## config.mk

```make
export PLATFORM = sky130hd
export DESIGN_NAME = mem_port_arbiter_flat
export DESIGN_NICKNAME = d
export VERILOG_FILES = /design/src/rtl/mem_port_arbiter_pkg.sv /design/src/rtl/mem_port_arbiter_if.sv /design/src/rtl/mem_port_arbiter_lane_align.sv /design/src/rtl/mem_port_arbiter.sv /design/src/flat_wrapper.sv
export SDC_FILE = /design/constraint.sdc
export NUM_CORES = 1
export LEC_CHECK = 0
export BUFFER_PORTS_ARGS = -buffer_cell sky130_fd_sc_hd__buf_4
export CORE_AREA = 2 2 121 123
export CTS_BUF_LIST = sky130_fd_sc_hd__clkbuf_8
export DETAILED_ROUTE_END_ITERATION = 10
export DIE_AREA = 0 0 123 125
export GPL_TIMING_DRIVEN = 0
export PLACE_DENSITY = 0.53
export RECOVER_POWER = 100
export SYNTH_ARGS = -nofsm -noshare
export SYNTH_HDL_FRONTEND = slang
export SYNTH_HIERARCHICAL = 1
export SYNTH_SLANG_ARGS = --single-unit
```

## constraint.sdc

```tcl
create_clock -name clk -period 9 [get_ports clk]
set_input_delay 1.8 -clock clk [delete_from_list [all_inputs] [get_ports clk]]
set_output_delay 1.8 -clock clk [all_outputs]
set_load 0.02 [all_outputs]
```

## src/rtl/mem_port_arbiter_pkg.sv

```systemverilog
// Shared types and helpers for the two-port block-RAM arbiter.
package mem_port_arbiter_pkg;

    localparam int NUM_PORTS = 2;
    localparam int LANES     = 4;
    localparam int LANE_W    = 8;
    localparam int WORD_W    = LANES * LANE_W;

    typedef enum logic [1:0] {
        SZ_B = 2'b00,
        SZ_H = 2'b01,
        SZ_W = 2'b10
    } mem_size_e;

    // Everything the response stage needs to know about the access granted
    // in the previous cycle.
    typedef struct packed {
        logic       valid;
        logic       id;
        logic [1:0] size;
        logic       uns;
        logic [1:0] off;
        logic       err;
        logic       we;
    } rsp_meta_t;

    // Pull the byte/half at 'off' out of a RAM word and extend it to a full word.
    function automatic logic [WORD_W-1:0] load_extend(input logic [WORD_W-1:0] word,
                                                      input logic [1:0]        size,
                                                      input logic              uns,
                                                      input logic [1:0]        off);
        logic [WORD_W-1:0] shifted;
        logic [WORD_W-1:0] result;
        shifted = word >> {off, 3'b000};
        case (size)
            SZ_B:    result = {{24{shifted[7] & ~uns}}, shifted[7:0]};
            SZ_H:    result = {{16{shifted[15] & ~uns}}, shifted[15:0]};
            default: result = shifted;
        endcase
        return result;
    endfunction

endpackage

```

## src/rtl/mem_port_arbiter_if.sv

```systemverilog
// Request/response bundle for both requesters of the RAM port.
interface mem_port_arbiter_if #(
    parameter int ADDR_W = 32,
    parameter int DATA_W = 32
);
    logic [1:0]             req_valid;
    logic [1:0]             req_ready;
    logic [1:0]             req_we;
    logic [1:0][ADDR_W-1:0] req_addr;
    logic [1:0][1:0]        req_size;
    logic [1:0]             req_unsigned;
    logic [1:0][DATA_W-1:0] req_wdata;
    logic [1:0]             rsp_valid;
    logic [1:0][DATA_W-1:0] rsp_rdata;
    logic [1:0]             rsp_err;

    // Requesters drive requests and consume responses.
    modport master (
        output req_valid, req_we, req_addr, req_size, req_unsigned, req_wdata,
        input  req_ready, rsp_valid, rsp_rdata, rsp_err
    );

    // The arbiter grants requests and returns responses.
    modport slave (
        input  req_valid, req_we, req_addr, req_size, req_unsigned, req_wdata,
        output req_ready, rsp_valid, rsp_rdata, rsp_err
    );
endinterface

```

## src/rtl/mem_port_arbiter_lane_align.sv

```systemverilog
// Request-side lane logic: alignment check, byte enables and lane-replicated
// store data for one access.
module mem_lane_align
    import mem_port_arbiter_pkg::*;
(
    input  logic [1:0]        off,
    input  logic [1:0]        size,
    input  logic              we,
    input  logic [WORD_W-1:0] wdata,
    output logic [LANES-1:0]  be,
    output logic [WORD_W-1:0] lane_wdata,
    output logic              err
);

    // Misaligned half/word or the reserved size code makes the access an error.
    always_comb begin
        // NOTE: every output gets a default first so no path can infer a latch.
        err = 1'b0;
        case (size)
            SZ_B:    err = 1'b0;
            SZ_H:    err = off[0];
            SZ_W:    err = (off != 2'b00);
            default: err = 1'b1;
        endcase
    end

    // Legal stores enable the addressed lanes; data is replicated so the
    // enables alone pick what lands in the RAM.
    always_comb begin
        be         = '0;
        lane_wdata = '0;
        if (we && !err) begin
            case (size)
                SZ_B: begin
                    be         = 4'b0001 << off;
                    lane_wdata = {4{wdata[7:0]}};
                end
                SZ_H: begin
                    be         = 4'b0011 << off;
                    lane_wdata = {2{wdata[15:0]}};
                end
                default: begin
                    be         = 4'b1111;
                    lane_wdata = wdata;
                end
            endcase
        end
    end

endmodule

```

## src/rtl/mem_port_arbiter.sv

```systemverilog
// Two-requester arbiter for the single read/write port of the block RAM.
// Grants one request per cycle, drives the RAM, and returns extended load
// data or a store acknowledge to the winner exactly one cycle later.
module mem_port_arbiter
    import mem_port_arbiter_pkg::*;
#(
    parameter int ADDR_W  = 32,
    parameter int DATA_W  = 32,
    parameter int RR_MODE = 1
) (
    input  logic                 clk,
    input  logic                 rst_n,
    mem_port_arbiter_if.slave    bus,
    output logic [ADDR_W-1:0]    mem_addr,
    output logic [LANES-1:0]     mem_be,
    output logic                 mem_we,
    output logic [DATA_W-1:0]    mem_wdata,
    input  logic [DATA_W-1:0]    mem_rdata
);

    logic       last_q, last_d;
    rsp_meta_t  meta_q, meta_d;
    logic [1:0] grant;
    logic       sel;

    logic [LANES-1:0]  al_be;
    logic [WORD_W-1:0] al_wdata;
    logic              al_err;

    // Grant: port 0 on conflict unless round-robin and port 0 won last;
    // nothing is granted while reset is held so no store can slip out.
    always_comb begin
        grant = 2'b00;
        if (rst_n) begin
            if (bus.req_valid == 2'b11) begin
                grant = (RR_MODE != 0 && !last_q) ? 2'b10 : 2'b01;
            end else begin
                grant = bus.req_valid;
            end
        end
    end

    assign sel           = grant[1];
    assign bus.req_ready = grant;

    mem_lane_align u_align (
        .off        (bus.req_addr[sel][1:0]),
        .size       (bus.req_size[sel]),
        .we         (bus.req_we[sel]),
        .wdata      (bus.req_wdata[sel]),
        .be         (al_be),
        .lane_wdata (al_wdata),
        .err        (al_err)
    );

    // RAM drive: granted access goes out, idle cycles present all zeros.
    always_comb begin
        mem_addr  = '0;
        mem_be    = '0;
        mem_we    = 1'b0;
        mem_wdata = '0;
        if (grant != 2'b00) begin
            mem_addr  = bus.req_addr[sel];
            mem_be    = al_be;
            mem_we    = bus.req_we[sel] & ~al_err;
            mem_wdata = al_wdata;
        end
    end

    // Next-state for the last-grant pointer and the response register.
    always_comb begin
        last_d       = (grant != 2'b00) ? sel : last_q;
        meta_d       = '0;
        meta_d.valid = (grant != 2'b00);
        meta_d.id    = sel;
        meta_d.size  = bus.req_size[sel];
        meta_d.uns   = bus.req_unsigned[sel];
        meta_d.off   = bus.req_addr[sel][1:0];
        meta_d.err   = al_err;
        meta_d.we    = bus.req_we[sel];
    end

    // Pointer starts at port 1 so port 0 wins the first conflict; reset
    // drops any pending response.
    always_ff @(posedge clk or negedge rst_n) begin
        if (!rst_n) begin
            last_q <= 1'b1;
            meta_q <= '0;
        end else begin
            // NOTE: non-blocking so every flop samples pre-edge values.
            last_q <= last_d;
            meta_q <= meta_d;
        end
    end

    // Response: route to the port granted last cycle; stores and errors
    // return zero data.
    always_comb begin
        bus.rsp_valid = '0;
        bus.rsp_err   = '0;
        bus.rsp_rdata = '0;
        if (meta_q.valid) begin
            bus.rsp_valid[meta_q.id] = 1'b1;
            bus.rsp_err[meta_q.id]   = meta_q.err;
            if (!meta_q.err && !meta_q.we) begin
                bus.rsp_rdata[meta_q.id] = load_extend(mem_rdata, meta_q.size,
                                                       meta_q.uns, meta_q.off);
            end
        end
    end

endmodule
```

## src/flat_wrapper.sv

```systemverilog
// flat-port wrapper written by rule: the top's interface ports become plain ports
module mem_port_arbiter_flat import mem_port_arbiter_pkg::*;
#(
    parameter int ADDR_W  = 32,
    parameter int DATA_W  = 32,
    parameter int RR_MODE = 1
)
  (clk, rst_n, mem_addr, mem_be, mem_we, mem_wdata, mem_rdata, bus_req_valid, bus_req_we, bus_req_addr, bus_req_size, bus_req_unsigned, bus_req_wdata, bus_req_ready, bus_rsp_valid, bus_rsp_rdata, bus_rsp_err);
  mem_port_arbiter_if #(.ADDR_W(ADDR_W), .DATA_W(DATA_W)) bus_i ();
  input  logic clk;
  input  logic rst_n;
  output logic [ADDR_W-1:0] mem_addr;
  output logic [LANES-1:0] mem_be;
  output logic mem_we;
  output logic [DATA_W-1:0] mem_wdata;
  input  logic [DATA_W-1:0] mem_rdata;
  input wire logic [$bits(bus_i.req_valid)-1:0] bus_req_valid;
  input wire logic [$bits(bus_i.req_we)-1:0] bus_req_we;
  input wire logic [$bits(bus_i.req_addr)-1:0] bus_req_addr;
  input wire logic [$bits(bus_i.req_size)-1:0] bus_req_size;
  input wire logic [$bits(bus_i.req_unsigned)-1:0] bus_req_unsigned;
  input wire logic [$bits(bus_i.req_wdata)-1:0] bus_req_wdata;
  output wire logic [$bits(bus_i.req_ready)-1:0] bus_req_ready;
  output wire logic [$bits(bus_i.rsp_valid)-1:0] bus_rsp_valid;
  output wire logic [$bits(bus_i.rsp_rdata)-1:0] bus_rsp_rdata;
  output wire logic [$bits(bus_i.rsp_err)-1:0] bus_rsp_err;
  assign bus_i.req_valid = bus_req_valid;
  assign bus_i.req_we = bus_req_we;
  assign bus_i.req_addr = bus_req_addr;
  assign bus_i.req_size = bus_req_size;
  assign bus_i.req_unsigned = bus_req_unsigned;
  assign bus_i.req_wdata = bus_req_wdata;
  assign bus_req_ready = bus_i.req_ready;
  assign bus_rsp_valid = bus_i.rsp_valid;
  assign bus_rsp_rdata = bus_i.rsp_rdata;
  assign bus_rsp_err = bus_i.rsp_err;
  mem_port_arbiter #(.ADDR_W(ADDR_W), .DATA_W(DATA_W), .RR_MODE(RR_MODE)) u_core (.clk(clk), .rst_n(rst_n), .bus(bus_i), .mem_addr(mem_addr), .mem_be(mem_be), .mem_we(mem_we), .mem_wdata(mem_wdata), .mem_rdata(mem_rdata));
endmodule
```

After elaboration in Yosys (flattened, before gate mapping)
Cells that the tools add are included.

word-level totals
  register bits after elaboration = 10
  output and inout port bits = 139
  logic and storage cells = 68

cells by class
  magnitude comparators = 3
  eq/ne operators = 4
  shifts and indexed selects = 3
  multiplexer cells = 33
  bitwise operators = 7
  reduce and logical (&&, ||, !) cells = 10

operator list
  cell                 count
  $mux 32              10
  $mux 64              2
  $pmux 32 s2          2
  $and 64x64->64       1
  $demux 32 s1         1
  $shr 32x5->32        1
  $mux 2               7
  $mux 4               2
  $pmux 4 s2           1
  $mux 1               6
  $eq 2x1->1 const B   2
  $eq 2x2->1 const B   2
  $logic_not 2->1      2
  $lt 1x2->1 const B   2
  $reduce_bool 2->1    2
  $shl 1x2->4 const A  1
  $shl 2x2->4 const A  1
  $and 1x1->1          3
  $logic_and 1x1->1    3
  $logic_not 1->1      3
  $pmux 1 s3           1
  $and 2x2->2          1
  $not 1->1            2
  $demux 1 s1          1
  $ge 1x1->1 const B   1

Logic depth before layout (Yosys ltp)
Gate-level depths: netlist of the first run.

  depth after elaboration = 11
  gate-level depth with buffers = 12
  gate-level depth less buffers = 9

Hierarchy
The synthesis of the first run kept the hierarchy.

modules (own cells, without submodules)
  module            instances  cells an instance  area each (um^2)
  mem_port_arbiter  1          461                2722.6
  mem_lane_align    1          98                 680.7

Worst setup path before layout of the first run
No wires, ideal clock.

  path kind = input-to-output
  from = input bus_req_valid[0]
  to = output mem_wdata[24]
  data arrival time = 3.592 ns
  required time = 7.200 ns
  path slack = 3.608 ns
  stages = 12
  path through = nand2_1 > nand3_1 > inv_1 > buf_2 > buf_2 > nand2_1 > nand2_1 > buf_6 > mux2_2 > mux2i_1 > nor2_1 > and2_1

RTL lines
  element          line                source
  start, declared  flat_wrapper.sv:17  input wire logic [$bits(bus_i.req_valid)-1:0] bus_req_valid;
  end, declared    flat_wrapper.sv:15  output logic [DATA_W-1:0] mem_wdata;

==> results.toml, run 1 <==
[status]
outcome = "complete, no violations"

[synthesis]
synth_edf_count = 0
synth_compound_area_share_pct = 16.5
syn-mean-instance-area_sq_um = 6.09
ys.flop_type = "dfrtp_1"
synth_seq_cells = 10
synth_mux_area_share_pct = 16.7
syn_inst = 559
yosysSeqAreaShare_pct = 7.39
ys_async_sr_fraction_pct = 100
synth_fa_ha_area_share_pct = 0
ys_types = 45
synth_fp_nets = 731
yosys_warnings = 6
synth-xor-area-share_pct = 0.478
synth_top_family_by_area = "simple AND/OR/NAND/NOR gates"
synth_simple_gate_area_share_pct = 50.6
syn-cell-area_sq_mm = 0.00340

[place]
portBuffers = 310
gp_congestion = 0.859
hpwl_mm = 15.3
dpl_cell_area_sq_mm = 0.00596
place_ws_ns = 2.67

[worst_setup_path]
worstPathRequired_ns = 7.20
cp.arrival_ns = 5.41
critical_path_class = "primary input to output port"
worst_r2r_path_depth = 9
crit_path_start_kind = "primary input"
endpoint_kind = "output port"
worstPathMaxFanout = 13

[floorplanning]
design.die.area_sq_mm = 0.0154
io_pins = 311
chipWidth_microns = 123
fp.dieH_microns = 125
rows = 44
core-area_sq_mm = 0.0142
initial_core_util_pct = 24.0

[sta]
fin_crit_sh_pct = 80.1
slew-limit-headroom_pct = 54.1
fmax_ghz = 0.139
slew_viol_final = 0
rsz0062_at_grt = "false"
fin_ws_ns = 1.79
fin_setup_tns_ns = 0
hold_viol_final = 0
hold_ws_ns = 0.518
skew_ns = 0.000283
period_needed_ns = 7.21
finalSetupViolCount = 0
max_slew.worst_pin.slew_ns = 0.681

[cts]
root_buffer = "clkbuf_8"
htreeDepth = 1
clk_pin_slew_ns = 0.05
cts-resized-gates = 0
clk-insertion-delay-late_ns = 0.23
hold_buffers = 0
clockBufferDepth = 2
clock-sinks = 10
cts_setup_buffers = 0
cts_tree = "yes"
cts_buffers = 3

[cells_and_area]
synthToLayoutAreaGrowth_pct = 61.5
drive_gt1_share_pct = 30.0
layout_common_cells = "buf_4 (202), nand2_1 (191), clkbuf_1 (143)"
design_area_sq_mm = 0.00550
fin_nets = 1046
diodes = 0
final_common_cell = "buf_4"

[power]
powerDensity_mw_per_mm2 = 75.0
leakagePower_nw = 2.61
power_uw = 412
ir_drop_mv = 0.0330

[detailed_routing]
first_pass_iters = 4
wire_per_inst_microns = 17.0
via_count = 4869
routed_wl_mm = 17.9
vias_per_cell = 4.61
detail-route-antenna-nets = 0
drc_errors = 0
drt_iter0_markers = 169

[global_routing]
grt_pass1_wl_mm = 26.6
grt_max_degree = 14
antenna_found_initial = 0
grt_pass1_vias = 4845
grt_usage_pct = 22.0
grt_remaining_overflow = 0

[hold_path]
hold_path_depth = 2
hold_class = "flip-flop to flip-flop"

[run]
drv_cap = 0
-- cell type report --
| class | count | area, sq um |
|---|---|---|
| Buffer | 48 | 236 |
| Clock buffer | 4 | 55.1 |
| Fill cell | 1695 | 8710 |
| Inverter | 4 | 15.0 |
| Multi-Input combinational cell | 497 | 2790 |
| Sequential cell | 10 | 251 |
| Tap cell | 184 | 230 |
| Timing Repair Buffer | 310 | 1910 |
-- worst paths after layout --
check	start	to	slack, ns
worst min register to register	u_core/last_q	u_core/last_q	0.52
worst min-delay path	u_core/last_q	u_core/last_q	0.52
worst max register to register	u_core/last_q	u_core/meta_q[1]	6.25
worst max-delay path	rst_n	mem_wdata[15]	1.79
min in group asynchronous	rst_n	u_core/meta_q[0]	1.57
max in group asynchronous	rst_n	u_core/meta_q[7]	7.03
-- state kept, by name, summed over array words and instances (netlist names) --
register / cells
u_core/meta_q: 9
u_core/last_q: 1
-- kinds of logic (layout without fill, tap and decap cells) --
family | count (synthesis) | count (layout)
flops | 10 | 10
compound gates | 91 | 91
mux | 53 | 53
buf+inv | 52 | 366
xor+xnor | 1 | 1
simple gates | 352 | 352
-- cell usage after synthesis, types with 7 or more instances --
library cell	n	area share, %
nand2_1	191	21
nor2_1	64	7.1
and2_1	49	9.0
a21oi_1	40	5.9
mux2i_1	33	9.7
o21ai_0	25	3.7
clkbuf_1	24	2.6
mux2_2	19	6.3
nor3b_2	15	5.5
dfrtp_1	9	6.6
a21boi_0	8	1.8
buf_6	8	2.6
nor2_2	8	1.5
a211oi_1	7	1.5
buf_2	7	1.0
nor3_2	7	2.1
-- through the flow --
step	instances	util (%)
after global placement	1053	42.0
after floorplan	559	-
after global routing	1057	38.7
after CTS	1057	42.4
after detailed placement	1053	42.0
final	1057	38.7
-- report_power, final --
| part | internal [mW] | leakage [nW] | switching (mW) | total (mW) |
|---|---|---|---|---|
| clock network | 0.0383 | 0.0288 | 0.0157 | 0.0540 |
| logic | 0.129 | 2.46 | 0.176 | 0.305 |
| registers | 0.0496 | 0.118 | 0.00339 | 0.0530 |
-- layer usage --
layer | vias to the layer above | routed length [microns] | track usage [%]
met5 | - | 0 | 0
li1 | 2461 | - | -
met3 | 24 | 1780 | 5.84
met1 | 2155 | 6620 | 24.0
met4 | 0 | 376 | 6.08
met2 | 229 | 9140 | 41.1
-- worst max-delay path: stages --
cell and delay (ns):
clkbuf_1 0.47, nand3_1 0.46, inv_1 0.25, clkbuf_1 0.41, clkbuf_1 0.53, nand2_1 0.11, nand2_1 0.25, clkbuf_1 0.39
o21ai_0 0.15, a21oi_1 0.15, and2_1 0.14, clkbuf_1 0.30
Power figures use the tool's default switching activity.
==> inputs of run 2 (changes only) <==
--- a/config.mk
+++ b/config.mk
@@ -11,7 +11,7 @@
 export DETAILED_ROUTE_END_ITERATION = 10
 export DIE_AREA = 0 0 123 125
 export GPL_TIMING_DRIVEN = 0
-export PLACE_DENSITY = 0.53
+export PLACE_DENSITY = 0.55
 export RECOVER_POWER = 100
 export SYNTH_ARGS = -nofsm -noshare
 export SYNTH_HDL_FRONTEND = slang
==> constraint.sdc (replaced) <==
create_clock -name clk -period 6.2 [get_ports clk]
set_input_delay 1.24 -clock clk [delete_from_list [all_inputs] [get_ports clk]]
set_output_delay 1.24 -clock clk [all_outputs]
set_load 0.02 [all_outputs]
==> results.toml, run 2 (synthesis results as in run 1) <==
[status]
outcome = "complete, no violations"

[global_routing]
grt_max_degree = 14
grt_usage_pct = 22.2
antenna_found_initial = 0
grt_remaining_overflow = 0
grt_pass1_vias = 4835
grt_pass1_wl_mm = 26.6

[worst_setup_path]
endpoint_kind = "output port"
worstPathRequired_ns = 4.96
cp.arrival_ns = 4.23
crit_path_start_kind = "primary input"
worst_r2r_path_depth = 9
worst_path_largest_cell_delay_ns = 0.52
crit_path_end = "mem_wdata[16]"
crit_cells = 13
cp-startpoint = "rst_n"
reg2reg_slack_ns = 3.59
cp_cell_sequence = "buf_4, nand3_1, inv_1, buf_2, clkbuf_1, nand2_1, nand2_1, a21oi_1, o21ai_4, buf_6, nor2_1, and2_0, buf_4"
rr_startpoint = "u_core/last_q"
critical_path_class = "primary input to output port"
cpLargestDelayFamily = "buffers and inverters"
worstPathMaxFanout = 13
slowest_stage = "clkbuf_1"
r2r-end = "u_core/meta_q[1]"
crit_buf_inv = 6

[cells_and_area]
largest_register_ffs = 9
final_common_cell = "buf_4"
drive_gt1_share_pct = 30.1
utilization_pct = 38.7
layout_common_cells = "buf_4 (205), nand2_1 (191), clkbuf_1 (139)"
fin_nets = 1046
synthToLayoutAreaGrowth_pct = 61.5
ff_latch_area_sq_um = 251
multi_input_area_sq_mm = 0.00279
design_area_sq_mm = 0.00550
largest_register = "u_core/meta_q"
reg_top3 = "u_core/meta_q x9, u_core/last_q x1"
fillers = 1721
diodes = 0

[hold_path]
hold_class = "flip-flop to flip-flop"

[sta]
fin_setup_tns_ns = 0
finalSetupViolCount = 0
slew-limit-headroom_pct = 58.0
rsz0062_at_grt = "false"
fmax_ghz = 0.183
max_slew.worst_pin.slew_ns = 0.630
slew_viol_final = 0
skew_ns = 0.00480
hold_viol_final = 0
fin_crit_sh_pct = 88.2
period_needed_ns = 5.47

[place]
portBuffers = 310
dpl_cell_area_sq_mm = 0.00596
hpwl_mm = 15.6
gp_congestion = 0.861

[detailed_routing]
vias_per_cell = 4.59
drc_errors = 0
detail-route-antenna-nets = 0
wire_per_inst_microns = 17.3
via_count = 4856
routed_wl_mm = 18.3
first_pass_iters = 4
drt_iter0_markers = 196

[floorplanning]
io_pins = 311
initial_core_util_pct = 24.0
rows = 44
core-area_sq_mm = 0.0142
chipWidth_microns = 123
fp.dieH_microns = 125
design.die.area_sq_mm = 0.0154

[cts]
clockBufferDepth = 2
root_buffer = "clkbuf_8"
clk_pin_slew_ns = 0.04
cts_tree = "yes"
hold_buffers = 0
clock-sinks = 10
cts_buffers = 3
htreeDepth = 1
cts_setup_buffers = 0
cts-resized-gates = 0
clk-insertion-delay-late_ns = 0.23

[power]
leakagePower_nw = 2.62
pwr-share-seq_pct = 13.1
ir_drop_mv = 0.0496
powerDensity_mw_per_mm2 = 107
combPwrFrac_pct = 75.9
swShare_pct = 48.4
p_clk_share_pct = 11.0
p_switching_uw = 284
power_uw = 587
internal_power_uw = 303

[run]
drv_cap = 0
==> run 2: cell types whose count changed in the layout (fill, tap and decap cells not counted), moves of 2 or more <==
| cell | delta |
|---|---|
| clkbuf_1 | -4 |
| buf_4 | +3 |
| mux2_2 | -2 |
| mux2_1 | +2 |
==> run 2: final cells by class <==
type                            instances  area share, %
Clock buffer                            3          0.751
Buffer                                 48           4.32
Inverter                                4          0.273
Multi-Input combinational cell        497           50.8
Timing Repair Buffer                  310           35.0
Sequential cell                        10           4.57
Tap cell                              184           4.19
Clock inverter                          1         0.0683
==> run 2: metal layers <==
metal / wire, microns / track usage, % / up-vias
li1: - / - / 2452
met1: 6710 / 24.0 / 2160
met2: 9480 / 42.3 / 224
met3: 1770 / 4.79 / 20
met4: 379 / 6.28 / 0
met5: 0 / 0 / -
==> run 2: worst min-delay path by stage <==
stage          depth (start not counted)  slack, ns            end          start
3_5_place_dp                           2       0.52  u_core/last_q  u_core/last_q
2_1_floorplan                          2       0.48  u_core/last_q  u_core/last_q
6_report                               2       0.52  u_core/last_q  u_core/last_q
3_3_place_gp                           2       0.51  u_core/last_q  u_core/last_q
4_1_cts                                2       0.52  u_core/last_q  u_core/last_q
5_1_grt                                2       0.55  u_core/last_q  u_core/last_q
==> run 2: tightest hold or removal path: cells and delay by family (launching register included) <==
family	cells	cell delay, ns
flip-flops	1	0.36
AO/OA/AOI/OAI	1	0.08
buffers and inverters	1	0.06
==> run 2: through the flow <==
stage | worst slack [ns] | cells | hold WS, ns
final | 0.734 | 1057 | 0.519
after floorplan | 1.93 | 559 | 0.483
after detailed placement | 0.977 | 1053 | 0.520
after global placement | 0.986 | 1053 | 0.512
after CTS | 0.970 | 1057 | 0.519
after global routing | 0.411 | 1057 | 0.555
==> run 2: power groups by stage <==
stage | Combinational, mW | Clock (mW) | Sequential (mW)
global route | 0.485 | 0.0700 | 0.0776
CTS | 0.480 | 0.0666 | 0.0771
finish | 0.445 | 0.0646 | 0.0769
floorplan | 0.268 | 0 | 0.0768
detailed placement | 0.478 | 0 | 0.0780
global placement | 0.479 | 0 | 0.0779
